<file path="config.mk">
export PLATFORM = sky130hd
export DESIGN_NAME = xorshift_prng
export DESIGN_NICKNAME = d
export VERILOG_FILES = /design/src/rtl/xorshift_pkg.sv /design/src/rtl/xorshift_step.sv /design/src/rtl/xorshift_prng.sv
export SDC_FILE = /design/constraint.sdc
export NUM_CORES = 1
export LEC_CHECK = 0
export ABC_CLOCK_PERIOD_IN_PS = 1790
export BUFFER_PORTS_ARGS = -buffer_cell sky130_fd_sc_hd__buf_2
export CAP_MARGIN = 15
export CORE_MARGIN = 2
export CORE_UTILIZATION = 45
export CTS_CLUSTER_DIAMETER = 80
export DETAILED_ROUTE_END_ITERATION = 7
export PLACE_DENSITY_LB_ADDON = 0.2
export SETUP_SLACK_MARGIN = 0.15
export SKIP_LAST_GASP = 1
export SYNTH_ARGS = -nofsm -noshare
export SYNTH_HDL_FRONTEND = slang
export SYNTH_HIERARCHICAL = 1
export SYNTH_SLANG_ARGS = --single-unit
</file>
<file path="constraint.sdc">
create_clock -name clk -period 1.79 [get_ports clk]
set_input_delay 0.4475 -clock clk [delete_from_list [all_inputs] [get_ports clk]]
set_output_delay 0.4475 -clock clk [all_outputs]
set_load 0.02 [all_outputs]
</file>
<file path="src/rtl/xorshift_pkg.sv">
// Shared definitions for the xorshift PRNG: FSM encoding, shift triplets,
// output-scrambler multipliers and the zero-seed fix-up.
package xorshift_pkg;

   typedef enum logic {
      ST_FILL  = 1'b0,
      ST_VALID = 1'b1
   } state_t;

   localparam int SH32_A = 13;
   localparam int SH32_B = 17;
   localparam int SH32_C = 5;

   localparam int SH64_A = 13;
   localparam int SH64_B = 7;
   localparam int SH64_C = 17;

   localparam logic [31:0] MULT32 = 32'h9E37_79BB;
   localparam logic [63:0] MULT64 = 64'h2545_F491_4F6C_DD1D;

   // Zero is a fixed point of xorshift, so it is replaced by 1.
   function automatic logic [63:0] fix_seed(input logic [63:0] i_seed);
      return (i_seed == 64'd0) ? 64'd1 : i_seed;
   endfunction

endpackage

</file>
<file path="src/rtl/xorshift_step.sv">
// One combinational xorshift step; WIDTH selects the (A,B,C) triplet
// (32 -> 13,17,5; 64 -> 13,7,17). Only 32 and 64 are meaningful.
module xorshift_step
   import xorshift_pkg::*;
#(
   parameter int WIDTH = 32
) (
   input  logic [WIDTH-1:0] i_x,
   output logic [WIDTH-1:0] o_y
);

   localparam int SH_A = (WIDTH == 64) ? SH64_A : SH32_A;
   localparam int SH_B = (WIDTH == 64) ? SH64_B : SH32_B;
   localparam int SH_C = (WIDTH == 64) ? SH64_C : SH32_C;

   logic [WIDTH-1:0] w_t1;
   logic [WIDTH-1:0] w_t2;

   assign w_t1 = i_x  ^ (i_x  << SH_A);
   assign w_t2 = w_t1 ^ (w_t1 >> SH_B);
   assign o_y  = w_t2 ^ (w_t2 << SH_C);

endmodule

</file>
<file path="src/rtl/xorshift_prng.sv">
// Xorshift PRNG with a valid/ready output port and a seed-load input.
// Define XORSHIFT_STAR_EN to scramble the output with a multiply (xorshift*).
module xorshift_prng
   import xorshift_pkg::*;
#(
   parameter int               WIDTH        = 32,
   parameter logic [WIDTH-1:0] SEED_DEFAULT = {{(WIDTH-1){1'b0}}, 1'b1}
) (
   input  logic             clk,
   input  logic             rst_n,
   input  logic             seed_load,
   input  logic [WIDTH-1:0] seed,
   input  logic             rand_ready,
   output logic             rand_valid,
   output logic [WIDTH-1:0] rand_out,
   output state_t           o_dbg_state
);

   localparam logic [WIDTH-1:0] SEED_FIX = WIDTH'(fix_seed(64'(SEED_DEFAULT)));

   state_t           r_fsm;
   state_t           w_fsm_nxt;
   logic [WIDTH-1:0] r_x;
   logic [WIDTH-1:0] r_out;
   logic             r_valid;
   logic [WIDTH-1:0] w_step;
   logic [WIDTH-1:0] w_out;
   logic [WIDTH-1:0] w_seed_fix;
   logic             w_advance;

   xorshift_step #(.WIDTH(WIDTH)) u_step (
      .i_x (r_x),
      .o_y (w_step)
   );

   assign w_seed_fix = WIDTH'(fix_seed(64'(seed)));

`ifdef XORSHIFT_STAR_EN
   localparam logic [WIDTH-1:0] MULT = (WIDTH == 64) ? WIDTH'(MULT64) : WIDTH'(MULT32);
   assign w_out = w_step * MULT;
`else
   assign w_out = w_step;
`endif

   always_ff @(posedge clk) begin
      if (!rst_n) r_fsm <= ST_FILL;
      else        r_fsm <= w_fsm_nxt;
   end

   always_comb begin
      w_fsm_nxt = r_fsm;
      if (seed_load) begin
         w_fsm_nxt = ST_FILL;
      end else begin
         case (r_fsm)
            ST_FILL:  w_fsm_nxt = ST_VALID;
            ST_VALID: w_fsm_nxt = ST_VALID;
            default:  w_fsm_nxt = ST_FILL;
         endcase
      end
   end

   // Handshake: a number is consumed on any rising edge where rand_valid and
   // rand_ready are both 1; rand_out then advances, otherwise it holds.
   // seed_load discards the current number and restarts via FILL.
   always_comb begin
      w_advance = 1'b0;
      if (!seed_load) begin
         case (r_fsm)
            ST_FILL:  w_advance = 1'b1;
            ST_VALID: w_advance = rand_ready;
            default:  w_advance = 1'b0;
         endcase
      end
   end

   always_ff @(posedge clk) begin
      if (!rst_n) begin
         r_x     <= SEED_FIX;
         r_out   <= '0;
         r_valid <= 1'b0;
      end else if (seed_load) begin
         r_x     <= w_seed_fix;
         r_valid <= 1'b0;
      end else if (w_advance) begin
         r_x     <= w_step;
         r_out   <= w_out;
         r_valid <= 1'b1;
      end
   end

   assign rand_valid  = r_valid;
   assign rand_out    = r_out;
   assign o_dbg_state = r_fsm;

endmodule
</file>
==> flow_summary.json, run 1 <==
{
  "dp_slack_ps": -96.2,
  "grt_pass1_wl_um": 15300,
  "clock_sinks": 66,
  "wl_per_cell_um": 16.6,
  "cp_slowest_cell": "xnor3_1",
  "ys_types": 24,
  "path_max_fanout": 4,
  "syn2layout_area_growth_pct": 26.1,
  "ir_drop_uv": 911,
  "r2r-end": "r_x[11]",
  "fp.coreArea_sq_um": 7770,
  "rsz0062_at_grt": "true",
  "gp_congestion": 0.894,
  "fin_crit_sh": 0.937,
  "cp_data_arrival_time_ps": 1920,
  "maxCapViolCount": 0,
  "fin_skew_ps": 5.62,
  "antenna_left": 0,
  "dp_hpwl_um": 7440,
  "layout_common_cells": "nand2_1, buf_2, dfxtp_1, buf_4, mux2i_1",
  "postSynthNetCount": 425,
  "p_switching_uw": 3580,
  "whs_path_depth": 4,
  "ys_seq_elements": 66,
  "nets": 515,
  "min_period_ps": 1680,
  "p_clk_frac": 0.140,
  "die_h_um": 93.9,
  "drt_iter0_markers": 212,
  "io_buffers": 69,
  "antenna_found_initial": 0,
  "slew_viol_final": 0,
  "whs_ps": 421,
  "min_from": "seed[11]",
  "fin_total_pwr_uw": 9230,
  "die_w_um": 93.9,
  "grt_pass1_vias": 2967,
  "hold_end": "r_x[11]",
  "clk_path_buf_depth": 2,
  "hold_viol": 0,
  "cp_cell_sequence": "xnor2_2, xnor3_1, mux2i_1, o21ai_0, and2_1",
  "cts_made_buffers": 9,
  "setup_viol": 0,
  "grt_max_degree": 27,
  "worst_pin_slew_ps": 473,
  "ctsHoldBuffers": 0,
  "grt_overflow": 0,
  "power_switching_share": 0.387,
  "post_dp_cell_area_sq_um": 4210,
  "worstSetupPathType": "reg2reg",
  "via_per_inst": 5.08,
  "final_common_cell": "nand2_1",
  "setup_slack_ps": 113,
  "fmax_ghz": 0.596,
  "vias": 2971,
  "status": "complete, no violations",
  "postSynthAreaPerCell_sq_um": 9.36,
  "crit_required_ps": 2030,
  "cts_tree": "built",
  "p_int_uw": 5650,
  "final_util": 0.591,
  "critical_path.startpoint_type": "flop",
  "initial_core_util": 0.469,
  "grt_usage": 0.233,
  "dr.pass1.iters": 6,
  "drc": 0,
  "comb_power_share": 0.589,
  "min_path_type": "in2reg",
  "yosysWarningCount": 6,
  "drt-total-wl_um": 9710,
  "antenna_cells": 0,
  "dieArea_sq_um": 8820,
  "r2r_slack_ps": 110,
  "htreeDepth": 3,
  "clock-root-buffer": "clkbuf_8",
  "syn_inst": 389,
  "std_cell_rows": 32,
  "clk_pin_slew_worst_paths_ps": 60,
  "p_leak_uw": 0.00205,
  "io_pins": 70,
  "slowest_delay_ps": 500,
  "final_layout_size_suffix_gt1_frac": 0.304,
  "r2r-start": "r_x[10]",
  "pwr-share-seq": 0.271,
  "power_density_nw_per_um2": 2010,
  "design_area_sq_um": 4590,
  "worstSkewPairLatency_ps": 350,
  "r2r_cells": 5,
  "relSlewSlack": 0.681,
  "critPathCaptureType": "flop",
  "ys_seq_area_frac": 0.363,
  "synth_area_sq_um": 3640
}
power by group through the flow:
stage	logic [uW]	clock network, uW	registers (uW)
floorplan	3300	0	2710
CTS	5170	1330	2430
global placement	5010	0	2410
global route	5900	1390	2570
finish	5430	1300	2500
detailed placement	5100	0	2430
state kept, by name (all words and copies together), names as in the netlist:
| name | count |
|---|---|
| rand_out | 32 |
| r_x | 32 |
| rand_valid | 1 |
| o_dbg_state | 1 |
metal layers:
layer,GRT usage,part of all wire
met2,0.379,0.47
met5,0,0
met1,0.302,0.44
met4,0.0785,0.024
met3,0.0586,0.059
per-stage QoR:
stage / setup TNS, ps / cells
floorplan: 0 / 389
global placement: -20.7 / 567
detailed placement: -165 / 567
CTS: 0 / 582
global route: 0 / 585
finish: 0 / 585
cell usage after synthesis:
| library cell | count | share of area |
|---|---|---|
| and2_1 | 31 | 0.053 |
| nor2_2 | 1 | 0.0017 |
| clkbuf_1 | 12 | 0.012 |
| or2_1 | 1 | 0.0017 |
| xor3_1 | 9 | 0.059 |
| dfxtp_1 | 66 | 0.36 |
| buf_6 | 7 | 0.022 |
| nor2b_4 | 1 | 0.0038 |
| buf_2 | 5 | 0.0069 |
| mux2i_1 | 32 | 0.088 |
| xor2_1 | 13 | 0.031 |
| nand2_1 | 95 | 0.098 |
| inv_1 | 2 | 0.0021 |
| a21boi_1 | 30 | 0.062 |
| xnor2_1 | 27 | 0.065 |
| o2111ai_1 | 1 | 0.0024 |
| xnor3_1 | 8 | 0.050 |
| buf_4 | 1 | 0.0021 |
| xor3_2 | 1 | 0.0069 |
| a21boi_0 | 4 | 0.0083 |
| o21ai_0 | 31 | 0.043 |
| nor4_1 | 8 | 0.014 |
| nor2b_1 | 1 | 0.0017 |
| nand4_1 | 2 | 0.0034 |
worst max path at each step:
stage / start / endpoint / slack, ps
detailed placement: seed[0] / r_x[0] / -100
CTS: r_x[10] / r_x[11] / 50
finish: r_x[10] / r_x[11] / 110
floorplan: r_x[10] / r_x[11] / 180
global route: r_x[10] / r_x[11] / 70
global placement: seed[0] / r_x[0] / -20
what timing repair did:
| item | 4_1_cts | 5_1_grt |
|---|---|---|
| setup endpoints to repair | 11 | 18 |
| pin swaps | 2 | 6 |
| setup buffers | 0 | 3 |
| resized for setup | 8 | 24 |
worst max-delay path: cells and delay by family (launching register included):
family          cells  cell delay [ps]
mux                 1              160
flops               1              370
xor+xnor            2              800
compound gates      1               80
simple gates        1              150
cell type report:
cell class                 count  area [sq um]
clock inverter                 2          35.0
clock buffer                  13           169
tap                          102           128
timing repair buffer         104           624
multi-input combinational    296          2290
sequential                    66          1340
fill                         705          3180
inverter                       2          7.51
kinds of logic after synthesis:
group	Yosys count	synth area share
and+or+nand+nor	140	0.177
AOI/OAI and AO/OA	66	0.115
DFF	66	0.363
xor gates and xnor gates	58	0.211
muxes	32	0.0880
buffers and inverters	27	0.0450
Power figures use the tool's default switching activity.
==> run 2: changes to the inputs <==
--- a/config.mk
+++ b/config.mk
@@ -12,8 +12,9 @@
 export CORE_UTILIZATION = 45
 export CTS_CLUSTER_DIAMETER = 80
 export DETAILED_ROUTE_END_ITERATION = 7
+export MAX_ROUTING_LAYER = met4
 export PLACE_DENSITY_LB_ADDON = 0.2
-export SETUP_SLACK_MARGIN = 0.15
+export SETUP_SLACK_MARGIN = 0.02
 export SKIP_LAST_GASP = 1
 export SYNTH_ARGS = -nofsm -noshare
 export SYNTH_HDL_FRONTEND = slang
==> run 2 against run 1 <==
Net effect: global-route usage down 0.30 points; flip-flop and latch count unchanged; cell area shrank 2.7%; via count shrank 1.0%; register-to-register slack worse by 20 ps; die area stayed put; core utilization down 1.6 points; worst setup slack lost 16 ps; clock-buffer cell count is 4 lower; sequential power is 4% lower; total power is 2.0% lower; critical endpoint is now r_x[10]; highest routed layer unchanged.
==> flow_summary.json, run 2 (synthesis gave the netlist of run 1 again) <==
{
  "status": "complete, no violations",
  "via_per_inst": 5.07,
  "drt_iter0_markers": 176,
  "antenna_found_initial": 0,
  "critPathCaptureType": "flop",
  "path_max_fanout": 3,
  "fp.coreArea_sq_um": 7770,
  "cts_tree": "built",
  "min_period_ps": 1690,
  "vias": 2941,
  "grt_pass1_wl_um": 14800,
  "clock_sinks": 66,
  "grt_pass1_vias": 2869,
  "grt_max_degree": 39,
  "antenna_left": 0,
  "relSlewSlack": 0.708,
  "fin_crit_sh": 0.946,
  "final_common_cell": "nand2_1",
  "dr.pass1.iters": 4,
  "post_dp_cell_area_sq_um": 4200,
  "cts_resized": 0,
  "layout_common_cells": "nand2_1, buf_2, dfxtp_1, mux2i_1",
  "worstSetupPathType": "reg2reg",
  "cp_slowest_cell": "xnor3_1",
  "cts_made_buffers": 9,
  "io_pins": 70,
  "power_density_nw_per_um2": 2030,
  "p_leak_uw": 0.00199,
  "grt_usage": 0.230,
  "clk_pin_slew_worst_paths_ps": 80,
  "fillerInstances": 701,
  "dp_hpwl_um": 7140,
  "design_area_sq_um": 4470,
  "std_cell_rows": 32,
  "final_cells": 580,
  "fmax_ghz": 0.591,
  "drc": 0,
  "cts_setup_buffers": 0,
  "critical_path.startpoint_type": "flop",
  "die_w_um": 93.9,
  "drt-total-wl_um": 9400,
  "antenna_cells": 0,
  "cp_data_arrival_time_ps": 1930,
  "initial_core_util": 0.469,
  "ctsHoldBuffers": 0,
  "worstSkewPairLatency_ps": 350,
  "slew_viol_final": 0,
  "clk_path_buf_depth": 2,
  "critical-path-top-delay-family": "XOR/XNOR gates",
  "worst_pin_slew_ps": 434,
  "clock-root-buffer": "clkbuf_8",
  "maxCapViolCount": 0,
  "gp_congestion": 0.876,
  "crit_required_ps": 2030,
  "nets": 509,
  "final-seq-area_sq_um": 1320,
  "fin_skew_ps": 11.2,
  "dieArea_sq_um": 8820,
  "grt_overflow": 0,
  "cp_cell_sequence": "xnor2_1, xnor3_1, mux2i_1, o21ai_0, and2_1",
  "syn2layout_area_growth_pct": 22.7,
  "cp.buffers_inverters": 0,
  "io_buffers": 69,
  "final_layout_size_suffix_gt1_frac": 0.255,
  "htreeDepth": 3,
  "rsz0062_at_grt": "true",
  "min_path_type": "in2reg",
  "hold_viol": 0,
  "multiInputGateArea_sq_um": 2180,
  "wl_per_cell_um": 16.2,
  "ir_drop_uv": 922,
  "slowest_delay_ps": 500,
  "fin_setup_tns_ps": 0,
  "die_h_um": 93.9,
  "dp_cells": 564,
  "setup_viol": 0
}
==> run 2: where the power goes <==
group / internal (uW) / switching [uW]
registers: 1990 / 395
logic: 2680 / 2440
clock network: 922 / 613
==> run 2: area by class of cell <==
| type | count | area share |
|---|---|---|
| multi-input cells | 296 | 0.488 |
| flip-flops and latches | 66 | 0.296 |
| repair buffers | 98 | 0.132 |
| well taps | 102 | 0.0286 |
| clock buffers | 9 | 0.0277 |
| clock inverters | 7 | 0.0263 |
| inverters | 2 | 0.00168 |
==> run 2: metal layers <==
layer / track usage / share of wire
met5: - / 0
met4: 0.107 / 0.031
met3: 0.0433 / 0.046
met2: 0.345 / 0.46
met1: 0.300 / 0.46
==> run 2: final timing paths <==
check	depth (start not counted)	slack, ps	startpoint	end
max	5	100	r_x[9]	r_x[10]
min	4	420	seed[23]	r_x[23]
max reg2reg	5	100	r_x[9]	r_x[10]
min reg2reg	2	450	rand_out[23]	rand_out[23]
==> run 2: per-stage QoR <==
stage / worst slack, ps / total power [uW] / util / hold WS (ps)
4_1_cts: 57.4 / 9030 / 0.572 / 414
3_3_place_gp: 26.3 / 7390 / 0.541 / 440
5_1_grt: 0.710 / 9670 / 0.575 / 426
6_report: 97.0 / 9040 / 0.575 / 424
3_5_place_dp: 66.8 / 7480 / 0.541 / 442
2_1_floorplan: 111 / 6010 / - / 530
==> run 2: worst min-delay path, delay by kind of cell <==
| kind | cells | cell delay (ps) |
|---|---|---|
| and+or+nand+nor | 2 | 160 |
| buffers and inverters | 1 | 90 |
| AOI/OAI and AO/OA | 1 | 60 |
==> run 3: changes to the inputs <==
--- a/config.mk
+++ b/config.mk
@@ -12,8 +12,10 @@
 export CORE_UTILIZATION = 45
 export CTS_CLUSTER_DIAMETER = 80
 export DETAILED_ROUTE_END_ITERATION = 7
+export GPL_ROUTABILITY_DRIVEN = 0
 export MAX_ROUTING_LAYER = met4
 export PLACE_DENSITY_LB_ADDON = 0.2
+export REMOVE_ABC_BUFFERS = 1
 export SETUP_SLACK_MARGIN = 0.02
 export SKIP_LAST_GASP = 1
 export SYNTH_ARGS = -nofsm -noshare
==> run 3 against run 2 <==
Net effect: first-iteration DRC count decreased by 12%; via count shrank 1.9%; worst setup slack better by 17 ps; non-clock buffer count down 3; wire length fell by 5.7%; maximum frequency increased by 1.0%; cell area down 2.3%; flip-flop and latch count unchanged; critical path depth unchanged.
==> flow_summary.json, run 3 (synthesis gave the netlist of run 1 again) <==
{
  "status": "complete, no violations",
  "initial_core_util": 0.469,
  "ir_drop_uv": 828,
  "slew_viol_final": 0,
  "vias": 2884,
  "htreeDepth": 3,
  "grt_max_degree": 46,
  "drc": 0,
  "critical_path.startpoint_type": "flop",
  "grt_usage": 0.220,
  "hold_viol": 0,
  "cp_data_arrival_time_ps": 1920,
  "antenna_found_initial": 0,
  "via_per_inst": 5.01,
  "top_layer": "met4",
  "grt_overflow": 0,
  "dp_hpwl_um": 6710,
  "slowest_delay_ps": 420,
  "clk_pin_slew_worst_paths_ps": 70,
  "syn2layout_area_growth_pct": 19.9,
  "grt_pass1_vias": 2786,
  "fp.coreArea_sq_um": 7770,
  "min_period_ps": 1680,
  "met2_length_um": 4090,
  "cp_cell_sequence": "xor3_2, xnor3_1, mux2i_1, o21ai_0, and2_1",
  "worstSkewPairLatency_ps": 340,
  "post_dp_cell_area_sq_um": 4160,
  "relSlewSlack": 0.429,
  "whs_ps": 427,
  "cp_slowest_cell": "dfxtp_1",
  "layout_common_cells": "nand2_1, buf_2, dfxtp_1, mux2i_1",
  "maxCapViolCount": 0,
  "final_common_cell": "nand2_1",
  "worst_pin_slew_ps": 855,
  "rsz0062_at_grt": "false",
  "wl_per_cell_um": 15.4,
  "die_h_um": 93.9,
  "path_max_fanout": 3,
  "power_density_nw_per_um2": 1930,
  "cts_setup_buffers": 0,
  "die_w_um": 93.9,
  "clock-root-buffer": "clkbuf_8",
  "fin_crit_sh": 0.936,
  "antenna_cells": 0,
  "std_cell_rows": 32,
  "dieArea_sq_um": 8820,
  "dr.pass1.iters": 4,
  "fillerInstances": 747,
  "critPathCaptureType": "flop",
  "grt_pass1_wl_um": 14200,
  "p_leak_uw": 0.00196,
  "wl_met1_um": 4210,
  "min_path_type": "in2reg",
  "cts_tree": "built",
  "drt_iter0_markers": 155,
  "dr_wl_met3_um": 425,
  "nets": 506,
  "setup_viol": 0,
  "drt-total-wl_um": 8860,
  "dp_cells": 561,
  "final_cells": 576,
  "setup_slack_ps": 114,
  "crit_required_ps": 2040,
  "clock_sinks": 66,
  "io_buffers": 69,
  "io_pins": 70,
  "cts_made_buffers": 9,
  "worstSetupPathType": "reg2reg",
  "fin_skew_ps": 8.65,
  "antenna_left": 0,
  "final_layout_size_suffix_gt1_frac": 0.245,
  "final_util": 0.562,
  "dp_slack_ps": -36.1,
  "fmax_ghz": 0.597,
  "clk_path_buf_depth": 2,
  "design_area_sq_um": 4360
}
==> run 3: cell count changes in the layout (fill, tap and decap cells not counted), moves of 2 or more <==
cell,change
bufinv_16,-3
clkinvlp_4,-3
buf_4,-2
clkbuf_8,+2
clkinv_2,+2
==> run 3: report_power, final <==
part	switching [uW]	internal, uW	total, uW
combinational	2290	2630	4920
sequential	392	1990	2380
clock	549	564	1110
==> run 3: final cells by class <==
type / count / area, sq um / area share
Tap cell: 102 / 128 / 0.0292
Multi-Input combinational cell: 296 / 2180 / 0.501
Clock inverter: 3 / 15.0 / 0.00344
Clock buffer: 12 / 155 / 0.0356
Sequential cell: 66 / 1320 / 0.303
Inverter: 2 / 7.51 / 0.00172
Timing Repair Buffer: 95 / 553 / 0.127
==> run 3: final timing paths <==
kind	cells past startpoint	to	start	slack (ps)
worst min-delay path	4	r_x[17]	seed[17]	430
worst max register to register	5	r_x[7]	r_x[19]	110
worst min register to register	2	rand_out[19]	rand_out[19]	450
worst max-delay path	5	r_x[7]	r_x[19]	110
==> run 3: critical path: cells and delay by family (launching register included) <==
family           cells  cell delay, ps
XOR/XNOR             2             790
multiplexers         1             140
AND/OR/NAND/NOR      1             150
flip-flops           1             420
AO/OA/AOI/OAI        1              80
==> run 3: timing repair <==
item | in CTS | in global routing
resized for setup | 0 | 4
hold buffers | 0 | 0
endpoints found under the setup margin | 0 | 5
==> run 3: metrics by stage <==
stage | TNS (ps) | power, uW
after global placement | 0 | 7190
after global routing | 0 | 9050
after CTS | 0 | 8400
after detailed placement | -160 | 7270
final | 0 | 8410
after floorplan | -15650 | 5960
==> run 3: layer usage <==
metal / track usage / up-vias
met2: 0.342 / 79
met1: 0.290 / 1336
li1: - / 1458
met4: 0.0821 / 0
met3: 0.0377 / 11
met5: - / -
